--- src/rtl/alu_control_sequencer_pkg.sv ---
// Shared constants for the ALU control sequencer: opcodes, T-states and
// control-word bit positions.
package alu_ctrl_pkg;

  localparam int OPCODE_W = 4;

  localparam logic [3:0] OP_NOP = 4'b0000;
  localparam logic [3:0] OP_LDA = 4'b0001;
  localparam logic [3:0] OP_ADD = 4'b0010;
  localparam logic [3:0] OP_SUB = 4'b0011;
  localparam logic [3:0] OP_STA = 4'b0100;
  localparam logic [3:0] OP_LDI = 4'b0101;
  localparam logic [3:0] OP_JMP = 4'b0110;
  localparam logic [3:0] OP_JC  = 4'b0111;
  localparam logic [3:0] OP_JZ  = 4'b1000;
  localparam logic [3:0] OP_OUT = 4'b1110;
  localparam logic [3:0] OP_HLT = 4'b1111;

  typedef enum logic [2:0] {
    T0 = 3'd0,
    T1 = 3'd1,
    T2 = 3'd2,
    T3 = 3'd3,
    T4 = 3'd4
  } step_t;

  localparam int CW_W   = 16;
  localparam int CW_HLT = 15;
  localparam int CW_MI  = 14;
  localparam int CW_RI  = 13;
  localparam int CW_RO  = 12;
  localparam int CW_II  = 11;
  localparam int CW_IO  = 10;
  localparam int CW_AI  = 9;
  localparam int CW_AO  = 8;
  localparam int CW_BI  = 7;
  localparam int CW_E0  = 6;
  localparam int CW_SU  = 5;
  localparam int CW_FI  = 4;
  localparam int CW_OI  = 3;
  localparam int CW_CE  = 2;
  localparam int CW_CO  = 1;
  localparam int CW_J   = 0;

  typedef logic [CW_W-1:0] ctrl_word_t;

  // One-hot control word with only the given line asserted.
  function automatic ctrl_word_t cw_bit(input int idx);
    ctrl_word_t w;
    w      = '0;
    w[idx] = 1'b1;
    return w;
  endfunction

endpackage

--- src/rtl/alu_control_sequencer_if.sv ---
// Sequencer-to-datapath bundle: opcode/flags in, T-state and control lines out.
interface alu_control_sequencer_if
  import alu_ctrl_pkg::*;
#(
  parameter int OP_W = OPCODE_W
);
  logic [OP_W-1:0] OP;
  logic            CF;
  logic            ZF;
  logic [2:0]      STEP;
  logic HLT, MI, RI, RO, II, IO, AI, AO, BI, E0, SU, FI, OI, CE, CO, J;

  modport master (
    input  OP, CF, ZF,
    output STEP, HLT, MI, RI, RO, II, IO, AI, AO, BI, E0, SU, FI, OI, CE, CO, J
  );

  modport slave (
    output OP, CF, ZF,
    input  STEP, HLT, MI, RI, RO, II, IO, AI, AO, BI, E0, SU, FI, OI, CE, CO, J
  );
endinterface

--- src/rtl/alu_control_sequencer_microcode.sv ---
// Combinational microcode ROM: (step, op, cf, zf) -> control word and a flag
// marking the instruction's final micro-step.
module seq_microcode
  import alu_ctrl_pkg::*;
(
  input  step_t                step,
  input  logic [OPCODE_W-1:0]  op,
  input  logic                 cf,
  input  logic                 zf,
  output ctrl_word_t           ctrl_word,
  output logic                 last_step
);

  // Decode the micro-step; unreachable combinations give an empty word and end the instruction.
  always_comb begin
    ctrl_word = '0;
    last_step = 1'b0;
    case (step)
      T0: ctrl_word = cw_bit(CW_CO) | cw_bit(CW_MI);
      T1: ctrl_word = cw_bit(CW_RO) | cw_bit(CW_II) | cw_bit(CW_CE);
      T2: begin
        case (op)
          OP_LDA, OP_ADD, OP_SUB, OP_STA:
            ctrl_word = cw_bit(CW_IO) | cw_bit(CW_MI);
          OP_LDI: begin
            ctrl_word = cw_bit(CW_IO) | cw_bit(CW_AI);
            last_step = 1'b1;
          end
          OP_JMP: begin
            ctrl_word = cw_bit(CW_IO) | cw_bit(CW_J);
            last_step = 1'b1;
          end
          OP_JC: begin
            ctrl_word = cw_bit(CW_IO) | (cf ? cw_bit(CW_J) : '0);
            last_step = 1'b1;
          end
          OP_JZ: begin
            ctrl_word = cw_bit(CW_IO) | (zf ? cw_bit(CW_J) : '0);
            last_step = 1'b1;
          end
          OP_OUT: begin
            ctrl_word = cw_bit(CW_AO) | cw_bit(CW_OI);
            last_step = 1'b1;
          end
          OP_HLT: begin
            ctrl_word = cw_bit(CW_HLT);
            last_step = 1'b1;
          end
          default: last_step = 1'b1;
        endcase
      end
      T3: begin
        case (op)
          OP_LDA: begin
            ctrl_word = cw_bit(CW_RO) | cw_bit(CW_AI);
            last_step = 1'b1;
          end
          OP_ADD, OP_SUB:
            ctrl_word = cw_bit(CW_RO) | cw_bit(CW_BI);
          OP_STA: begin
            ctrl_word = cw_bit(CW_AO) | cw_bit(CW_RI);
            last_step = 1'b1;
          end
          default: last_step = 1'b1;
        endcase
      end
      T4: begin
        last_step = 1'b1;
        case (op)
          OP_ADD:  ctrl_word = cw_bit(CW_E0) | cw_bit(CW_AI) | cw_bit(CW_FI);
          OP_SUB:  ctrl_word = cw_bit(CW_E0) | cw_bit(CW_AI) | cw_bit(CW_SU) | cw_bit(CW_FI);
          default: ctrl_word = '0;
        endcase
      end
      default: last_step = 1'b1;
    endcase
  end

endmodule

--- src/rtl/alu_control_sequencer.sv ---
// ALU control sequencer top: step/halt registers, next-step logic and
// reset gating of the decoded control word.
//
//   state     | meaning
//   T0        | fetch: PC onto bus, load MAR
//   T1        | fetch: RAM into IR, increment PC
//   T2..T4    | execute micro-steps, length depends on opcode
//   halted    | frozen at T2 with HLT=1 until CLR
module alu_control_sequencer
  import alu_ctrl_pkg::*;
#(
  parameter int OP_W = 4
) (
  input  logic                    CLK,
  input  logic                    CLR,
  alu_control_sequencer_if.master bus
);

  step_t      step_q, step_d;
  logic       halted_q, halted_d;
  logic [OP_W-1:0] op;
  ctrl_word_t cw_dec;
  logic       last_step;
  ctrl_word_t cw_out;
  logic [2:0] step_out;

  assign op = bus.OP;

  seq_microcode u_microcode (
    .step      (step_q),
    .op        (op),
    .cf        (bus.CF),
    .zf        (bus.ZF),
    .ctrl_word (cw_dec),
    .last_step (last_step)
  );

  // Step and halt registers with synchronous clear.
  always_ff @(posedge CLK) begin
    if (CLR) begin
      step_q   <= T0;
      halted_q <= 1'b0;
    end else begin
      step_q   <= step_d;
      halted_q <= halted_d;
    end
  end

  // Advance the T-state; HLT parks the sequencer at T2 instead of wrapping.
  always_comb begin
    step_d   = step_q;
    halted_d = halted_q;
    if (!halted_q) begin
      if (step_q == T2 && op == OP_HLT) begin
        halted_d = 1'b1;
      end else if (last_step) begin
        step_d = T0;
      end else begin
        step_d = step_t'(step_q + 3'd1);
      end
    end
  end

  // Drive the control word: zero under CLR, HLT-only while halted, else the decode.
  always_comb begin
    cw_out   = '0;
    step_out = 3'd0;
    if (!CLR) begin
      step_out = step_q;
      cw_out   = halted_q ? cw_bit(CW_HLT) : cw_dec;
    end
  end

  assign bus.STEP = step_out;
  assign bus.HLT  = cw_out[CW_HLT];
  assign bus.MI   = cw_out[CW_MI];
  assign bus.RI   = cw_out[CW_RI];
  assign bus.RO   = cw_out[CW_RO];
  assign bus.II   = cw_out[CW_II];
  assign bus.IO   = cw_out[CW_IO];
  assign bus.AI   = cw_out[CW_AI];
  assign bus.AO   = cw_out[CW_AO];
  assign bus.BI   = cw_out[CW_BI];
  assign bus.E0   = cw_out[CW_E0];
  assign bus.SU   = cw_out[CW_SU];
  assign bus.FI   = cw_out[CW_FI];
  assign bus.OI   = cw_out[CW_OI];
  assign bus.CE   = cw_out[CW_CE];
  assign bus.CO   = cw_out[CW_CO];
  assign bus.J    = cw_out[CW_J];

endmodule
--- src/flat_wrapper.sv ---
// flat-port wrapper written by rule: the top's interface ports become plain ports
module alu_control_sequencer_flat import alu_ctrl_pkg::*;
#(
  parameter int OP_W = 4
)
  (CLK, CLR, bus_OP, bus_CF, bus_ZF, bus_STEP, bus_HLT, bus_MI, bus_RI, bus_RO, bus_II, bus_IO, bus_AI, bus_AO, bus_BI, bus_E0, bus_SU, bus_FI, bus_OI, bus_CE, bus_CO, bus_J);
  alu_control_sequencer_if #(.OP_W(OP_W)) bus_i ();
  input  logic CLK;
  input  logic CLR;
  input wire logic [$bits(bus_i.OP)-1:0] bus_OP;
  input wire logic [$bits(bus_i.CF)-1:0] bus_CF;
  input wire logic [$bits(bus_i.ZF)-1:0] bus_ZF;
  output wire logic [$bits(bus_i.STEP)-1:0] bus_STEP;
  output wire logic [$bits(bus_i.HLT)-1:0] bus_HLT;
  output wire logic [$bits(bus_i.MI)-1:0] bus_MI;
  output wire logic [$bits(bus_i.RI)-1:0] bus_RI;
  output wire logic [$bits(bus_i.RO)-1:0] bus_RO;
  output wire logic [$bits(bus_i.II)-1:0] bus_II;
  output wire logic [$bits(bus_i.IO)-1:0] bus_IO;
  output wire logic [$bits(bus_i.AI)-1:0] bus_AI;
  output wire logic [$bits(bus_i.AO)-1:0] bus_AO;
  output wire logic [$bits(bus_i.BI)-1:0] bus_BI;
  output wire logic [$bits(bus_i.E0)-1:0] bus_E0;
  output wire logic [$bits(bus_i.SU)-1:0] bus_SU;
  output wire logic [$bits(bus_i.FI)-1:0] bus_FI;
  output wire logic [$bits(bus_i.OI)-1:0] bus_OI;
  output wire logic [$bits(bus_i.CE)-1:0] bus_CE;
  output wire logic [$bits(bus_i.CO)-1:0] bus_CO;
  output wire logic [$bits(bus_i.J)-1:0] bus_J;
  assign bus_i.OP = bus_OP;
  assign bus_i.CF = bus_CF;
  assign bus_i.ZF = bus_ZF;
  assign bus_STEP = bus_i.STEP;
  assign bus_HLT = bus_i.HLT;
  assign bus_MI = bus_i.MI;
  assign bus_RI = bus_i.RI;
  assign bus_RO = bus_i.RO;
  assign bus_II = bus_i.II;
  assign bus_IO = bus_i.IO;
  assign bus_AI = bus_i.AI;
  assign bus_AO = bus_i.AO;
  assign bus_BI = bus_i.BI;
  assign bus_E0 = bus_i.E0;
  assign bus_SU = bus_i.SU;
  assign bus_FI = bus_i.FI;
  assign bus_OI = bus_i.OI;
  assign bus_CE = bus_i.CE;
  assign bus_CO = bus_i.CO;
  assign bus_J = bus_i.J;
  alu_control_sequencer #(.OP_W(OP_W)) u_core (.CLK(CLK), .CLR(CLR), .bus(bus_i));
endmodule
--- config.mk ---
export PLATFORM = sky130hd
export DESIGN_NAME = alu_control_sequencer_flat
export DESIGN_NICKNAME = d
export VERILOG_FILES = /design/src/rtl/alu_control_sequencer_pkg.sv /design/src/rtl/alu_control_sequencer_if.sv /design/src/rtl/alu_control_sequencer_microcode.sv /design/src/rtl/alu_control_sequencer.sv /design/src/flat_wrapper.sv
export SDC_FILE = /design/constraint.sdc
export NUM_CORES = 1
export LEC_CHECK = 0
export ABC_AREA = 1
export CAP_MARGIN = 20
export CORE_AREA = 3 3 42 44
export CTS_CLUSTER_DIAMETER = 30
export CTS_CLUSTER_SIZE = 28
export DETAILED_ROUTE_END_ITERATION = 6
export DIE_AREA = 0 0 45 47
export HOLD_SLACK_MARGIN = 0.02
export MAX_ROUTING_LAYER = met4
export PLACE_DENSITY = 0.85
export SLEW_MARGIN = 10
export SYNTH_ARGS = -nofsm -noshare
export SYNTH_HDL_FRONTEND = slang
export SYNTH_SLANG_ARGS = --single-unit
--- constraint.sdc ---
create_clock -name CLK -period 1.7 [get_ports CLK]
set_input_delay 0.17 -clock CLK [delete_from_list [all_inputs] [get_ports CLK]]
set_output_delay 0.17 -clock CLK [all_outputs]
set_load 0.01 [all_outputs]
### After elaboration in Yosys (flattened, before gate mapping)

Cells that the tools add are included.

* bits in read-only memories: 0
* memories: 0
* register bits after elaboration: 4
* latch bits: 0
* input port bits: 8
* output and inout port bits: 19
* RAM bits: 0

* div/mod/pow operators: 0
* bitwise gates (word level): 2
* add/subtract/negate cells: 1
* equality and inequality tests: 14
* reductions and logical operators: 6
* mux-type cells: 15
* magnitude comparators: 0
* shift operators: 0
* multiply operators: 0

Operator list (number)
* 16-bit case mux with 7 select lines: 1
* 16-bit case mux with 5 select lines: 1
* 14-bit case mux with 3 select lines: 1
* 16-bit 2-to-1 mux: 2
* 10-bit case mux with 2 select lines: 1
* 4-bit by 3-bit == test with 1-bit output, second input constant: 4
* 4-bit == test, second input constant: 3
* 4-bit by 2-bit == test with 1-bit output, second input constant: 2
* 3-bit by 2-bit == test with 1-bit output, second input constant: 2
* 1-bit 2-to-1 mux: 6
* 3-bit 2-to-1 mux: 2
* 4-bit by 1-bit == test with 1-bit output, second input constant: 1
* 2-bit OR reduction: 2
* 4-bit OR reduction: 1
* 3-bit by 1-bit adder with 3-bit output, second input constant: 1
* 3-bit by 1-bit == test with 1-bit output, second input constant: 1
* 3-bit == test, second input constant: 1
* 3-bit zero test: 1
* 1-bit case mux with 3 select lines: 1
* 1-bit NOT: 2
* 2-bit AND reduction: 1
* 1-bit logical AND: 1

### Depth between registers and ports, before layout

* word-level depth: 6
* gate-level depth with buffers: 10
* gate-level depth less buffers: 10

### Cells and area by module

From an unflattened synthesis, not the netlist that was laid out.

* cell total of the unflattened synthesis: 133
* area, all modules: 680.7 µm²

By module, submodules not included
* alu_control_sequencer: cells each 73, instances 1, seq. area each 80.1 µm², area each 404.1 µm²
* seq_microcode: cells each 60, instances 1, seq. area each 0.0 µm², area each 276.5 µm²

### Worst setup path after synthesis

OpenSTA, ideal clock, no wires.

* kind: register to output
* from: register u_core.step_q[0]
* to: output bus_AI
* data required time: 1530 ps
* stages on the path, launching flop included: 11
* path buffers: 0
* setup slack: 323 ps
* arrival time: 1207 ps
* cell sequence: dfxtp_1 -> ha_1 -> ha_1 -> inv_1 -> nand2_1 -> inv_1 -> nand2_1 -> nand2_1 -> inv_1 -> nand2_1 -> nand2_1

* word-level cells in the longest chain between the ends: 4
* elaborated cells between the ends (all ways): 8
* classes of those cells: 4 x eq/ne; 3 x mux; 1 x reduce/logical

Ends and longest elaborated chain
* from (decl): line alu_control_sequencer.sv:19 `step_t step_q, step_d;`
* from (signal assigned): line alu_control_sequencer.sv:44 `step_q <= step_d;`
* 3-bit == test, or another cell as far along: line alu_control_sequencer_microcode.sv:18 `case (step)`
* 16-bit case mux with 5 select lines *: line alu_control_sequencer_microcode.sv:18
* 16-bit 2-to-1 mux *: line alu_control_sequencer.sv:70 `cw_out = halted_q ? cw_bit(CW_HLT) : cw_dec;`
* 16-bit 2-to-1 mux *: line alu_control_sequencer.sv:68 `if (!CLR) begin`
* to (decl): line flat_wrapper.sv:20 `output wire logic [$bits(bus_i.AI)-1:0] bus_AI;`

Every way passes the cells marked *; elsewhere a longest branch is shown, timed or not.

### Worst setup path after layout

* from: register u_core.step_q[0]
* to: output bus_HLT

* word-level cells in the longest chain between the ends: 4
* elaborated cells between the ends (all ways): 8
* classes of those cells: 4 x eq/ne; 3 x mux; 1 x reduce/logical

Ends and longest elaborated chain
* 3-bit == test, or another cell as far along: line alu_control_sequencer_microcode.sv:18
* 16-bit case mux with 5 select lines *: line alu_control_sequencer_microcode.sv:18
* 16-bit 2-to-1 mux *: line alu_control_sequencer.sv:70
* 16-bit 2-to-1 mux *: line alu_control_sequencer.sv:68
* to (decl): line flat_wrapper.sv:14 `output wire logic [$bits(bus_i.HLT)-1:0] bus_HLT;`

Marked as above.

==> results.yml <==
global_routing:
  grt.overflow.total: 0
  global_route_wire_length_before_repair_mm: 3.34
  antenna_found_initial: 0
  grt_max_degree: 7
  track_usage: 0.226
  first_global_vias: 802
cells_and_area:
  insertedDiodeCount: 0
  highest_count_cells_in_the_layout_ignoring_fill_and_taps: "22 x sky130_fd_sc_hd__nand2_1, 22 x sky130_fd_sc_hd__buf_4, 16 x sky130_fd_sc_hd__nor2_1"
  area_delta_synth_final_pct: 84.5
  post_layout_net_count: 164
  fin_util: 0.720
  instances_no_fill: 165
  drive_gt1_frac: 0.477
floorplan:
  die_h_um: 47
  std_cell_rows: 14
  die_x_um: 45
  core-area_um2: 1470
  pin_count: 27
  floorplan.die_area_um2: 2120
  initial_utilization: 0.390
setup_path:
  critical_path_end_type: "output port"
  setup_crit_start_kind: "register"
  crit_required_ns: 1.53
  worst-endpoint-arrival_ns: 1.50
  critPathMaxFanout: 4
  critical_path_class: "register to output port"
synth:
  adder_and_majority_cell_fraction_of_the_synthesized_area: 0.109
  syn-mean-instance-area_um2: 5.74
  yosys.area_share.simple: 0.510
  synthMuxAreaShare: 0
  largest_family_of_logic_cells_by_synthesized_area: "simple AND/OR/NAND/NOR gates"
  synthCells: 100
  synth_cell_type_count: 23
  synth.ff_latch_count: 4
  synth_compound_area_frac: 0.107
  register_area_share_after_synthesis: 0.139
  yosys_warnings: 0
  post_synth_xor_area_fraction: 0
  mappedNetlistArea_um2: 574
  synth_fp_nets: 113
detailed_routing:
  dr.pass1.iters: 5
  detail_route.wl_per_cell_um: 12.8
  num_vias: 826
  final_antenna_net_count: 0
  drcViolationCount: 0
  post_drt_via_cell_ratio: 5.01
  drt_iter0_markers: 11
  route.final.wire_length_mm: 2.11
job:
  cap_viol_max_count: 0
timing:
  min_period_over_period: 0.981
  finalHoldViolations: 0
  post-route-worst-setup-slack_ns: 0.0328
  grt_setup_unrepaired: "true"
  slew_viol_final: 0
  min_period_ns: 1.67
  setup_viol_count_final: 0
  clock.fmax_mhz: 600
  timing.clock.skew_ns: 0.000736
  actual_transition_at_the_worst_max_transition_pin_ns: 0.271
  tns_ns: 0
  worst_slew_margin_rel: 0.819
clock_tree:
  clock_tree.htree_level_count: 1
  inserted_clock_buffers: 3
  clk-insertion-delay-late_ns: 0.24
  clk_path_buf_depth: 2
  tritoncts_clock_tree: "done"
  numClockSinks: 4
  clk_pin_slew_worst_paths_ns: 0.04
  holdBufCountCts: 0
  clock_tree.root_cell: "sky130_fd_sc_hd__clkbuf_4"
power_and_ir_drop:
  p_int_mw: 0.567
  power_frac_seq: 0.170
  power.switching_fraction: 0.463
  power.share.combinational: 0.714
  leakagePower_nw: 0.581
  power.net_switching_mw: 0.488
  ir_worst_vdd_mv: 0.908
  clkPwrFrac: 0.116
  power-per-cell-area_nw_per_um2: 995
status:
  outcome: "finished clean"
min_path:
  hp_class: "input pin to register"
placement:
  final_wtd_congestion: 0.874
  dp_hpwl_mm: 1.49
  place.port_buffers: 26
  dp_slack_ns: -0.391
  numPlacedInstances: 157
## stage by stage
| step | cell area (um2) | hold slack, ns | total power, mW |
|---|---|---|---|
| after floorplan | 574 | 0.242 | 0.504 |
| after detailed placement | 967 | 0.514 | 0.815 |
| after global routing | 1060 | 0.546 | 1.16 |
| after CTS | 1020 | 0.505 | 0.957 |
| final | 1060 | 0.520 | 1.05 |
| after global placement | 967 | 0.495 | 0.793 |
## kinds of logic after synthesis
| kind of cell | count (synthesis) |
|---|---|
| AOI/OAI and AO/OA | 10 |
| adders and majority gates | 5 |
| buffers and inverters | 18 |
| DFF | 4 |
| and+or+nand+nor | 63 |
## repair_timing
| item | CTS | global route |
|---|---|---|
| buffers inserted | 4 | 1 |
| pin swaps | 5 | 7 |
| resized for setup | 49 | 33 |
| setup endpoints to repair | 16 | 14 |
## path summary, 6_finish.rpt
kind	from	to	slack, ns	cells past startpoint
max	u_core.step_q[0]$_SDFFE_PP0P_	bus_HLT	0.03	8
min	bus_OP[3]	u_core.halted_q$_SDFF_PP0_	0.52	5
max reg2reg	u_core.step_q[0]$_SDFFE_PP0P_	u_core.step_q[0]$_SDFFE_PP0P_	0.29	9
min reg2reg	u_core.halted_q$_SDFF_PP0_	u_core.step_q[2]$_SDFFE_PP0P_	0.52	2
## layout make-up
type                       count  area [um2]
sequential                     4        87.6
timing repair buffer          48         368
tap                           16        20.0
multi-input combinational     78         494
fill                         131         412
clock buffer                   3        22.5
inverter                      16        67.6
## synth_stat cells, drive strengths merged
cell,instances,share of area
a21boi,1,0.013
a21oi,6,0.052
buf,2,0.026
dfxtp,4,0.14
ha,5,0.11
inv,16,0.11
nand2,27,0.18
nand3,9,0.087
nand4,1,0.011
nor2,22,0.18
nor3,2,0.026
o211ai,1,0.013
o21ai,1,0.0087
o21bai,1,0.020
or2,2,0.022
## worst max-delay path, stage by stage (launching register included)
cell                       delay (ns)
sky130_fd_sc_hd__dfxtp_4         0.36
sky130_fd_sc_hd__inv_4           0.07
sky130_fd_sc_hd__ha_2            0.18
sky130_fd_sc_hd__buf_4           0.11
sky130_fd_sc_hd__nand3_2         0.08
sky130_fd_sc_hd__o21bai_2        0.17
sky130_fd_sc_hd__inv_1           0.07
sky130_fd_sc_hd__nor2_1          0.08
sky130_fd_sc_hd__buf_2           0.13
## registers in the layout, indices dropped and copies added (netlist names)
signal           cells
u_core.step_q        3
u_core.halted_q      1
## power by group through the flow
| stage | registers, mW | logic, mW | clock network [mW] |
|---|---|---|---|
| floorplan | 0.143 | 0.361 | 0 |
| global placement | 0.148 | 0.645 | 0 |
| detailed placement | 0.150 | 0.665 | 0 |
| CTS | 0.156 | 0.673 | 0.127 |
| global route | 0.186 | 0.847 | 0.132 |
| finish | 0.179 | 0.753 | 0.122 |
## routing by layer
layer  share of wire  wire length [um]  vias to the layer above  global-route usage
met5               0                 0                        -                   -
met4           0.032                68                        0               0.152
met3           0.049               103                        9              0.0153
met2            0.55              1160                       38               0.424
met1            0.37               786                      369               0.222
li1                -                 -                      410                   -
(Power assumes the default switching activity.)
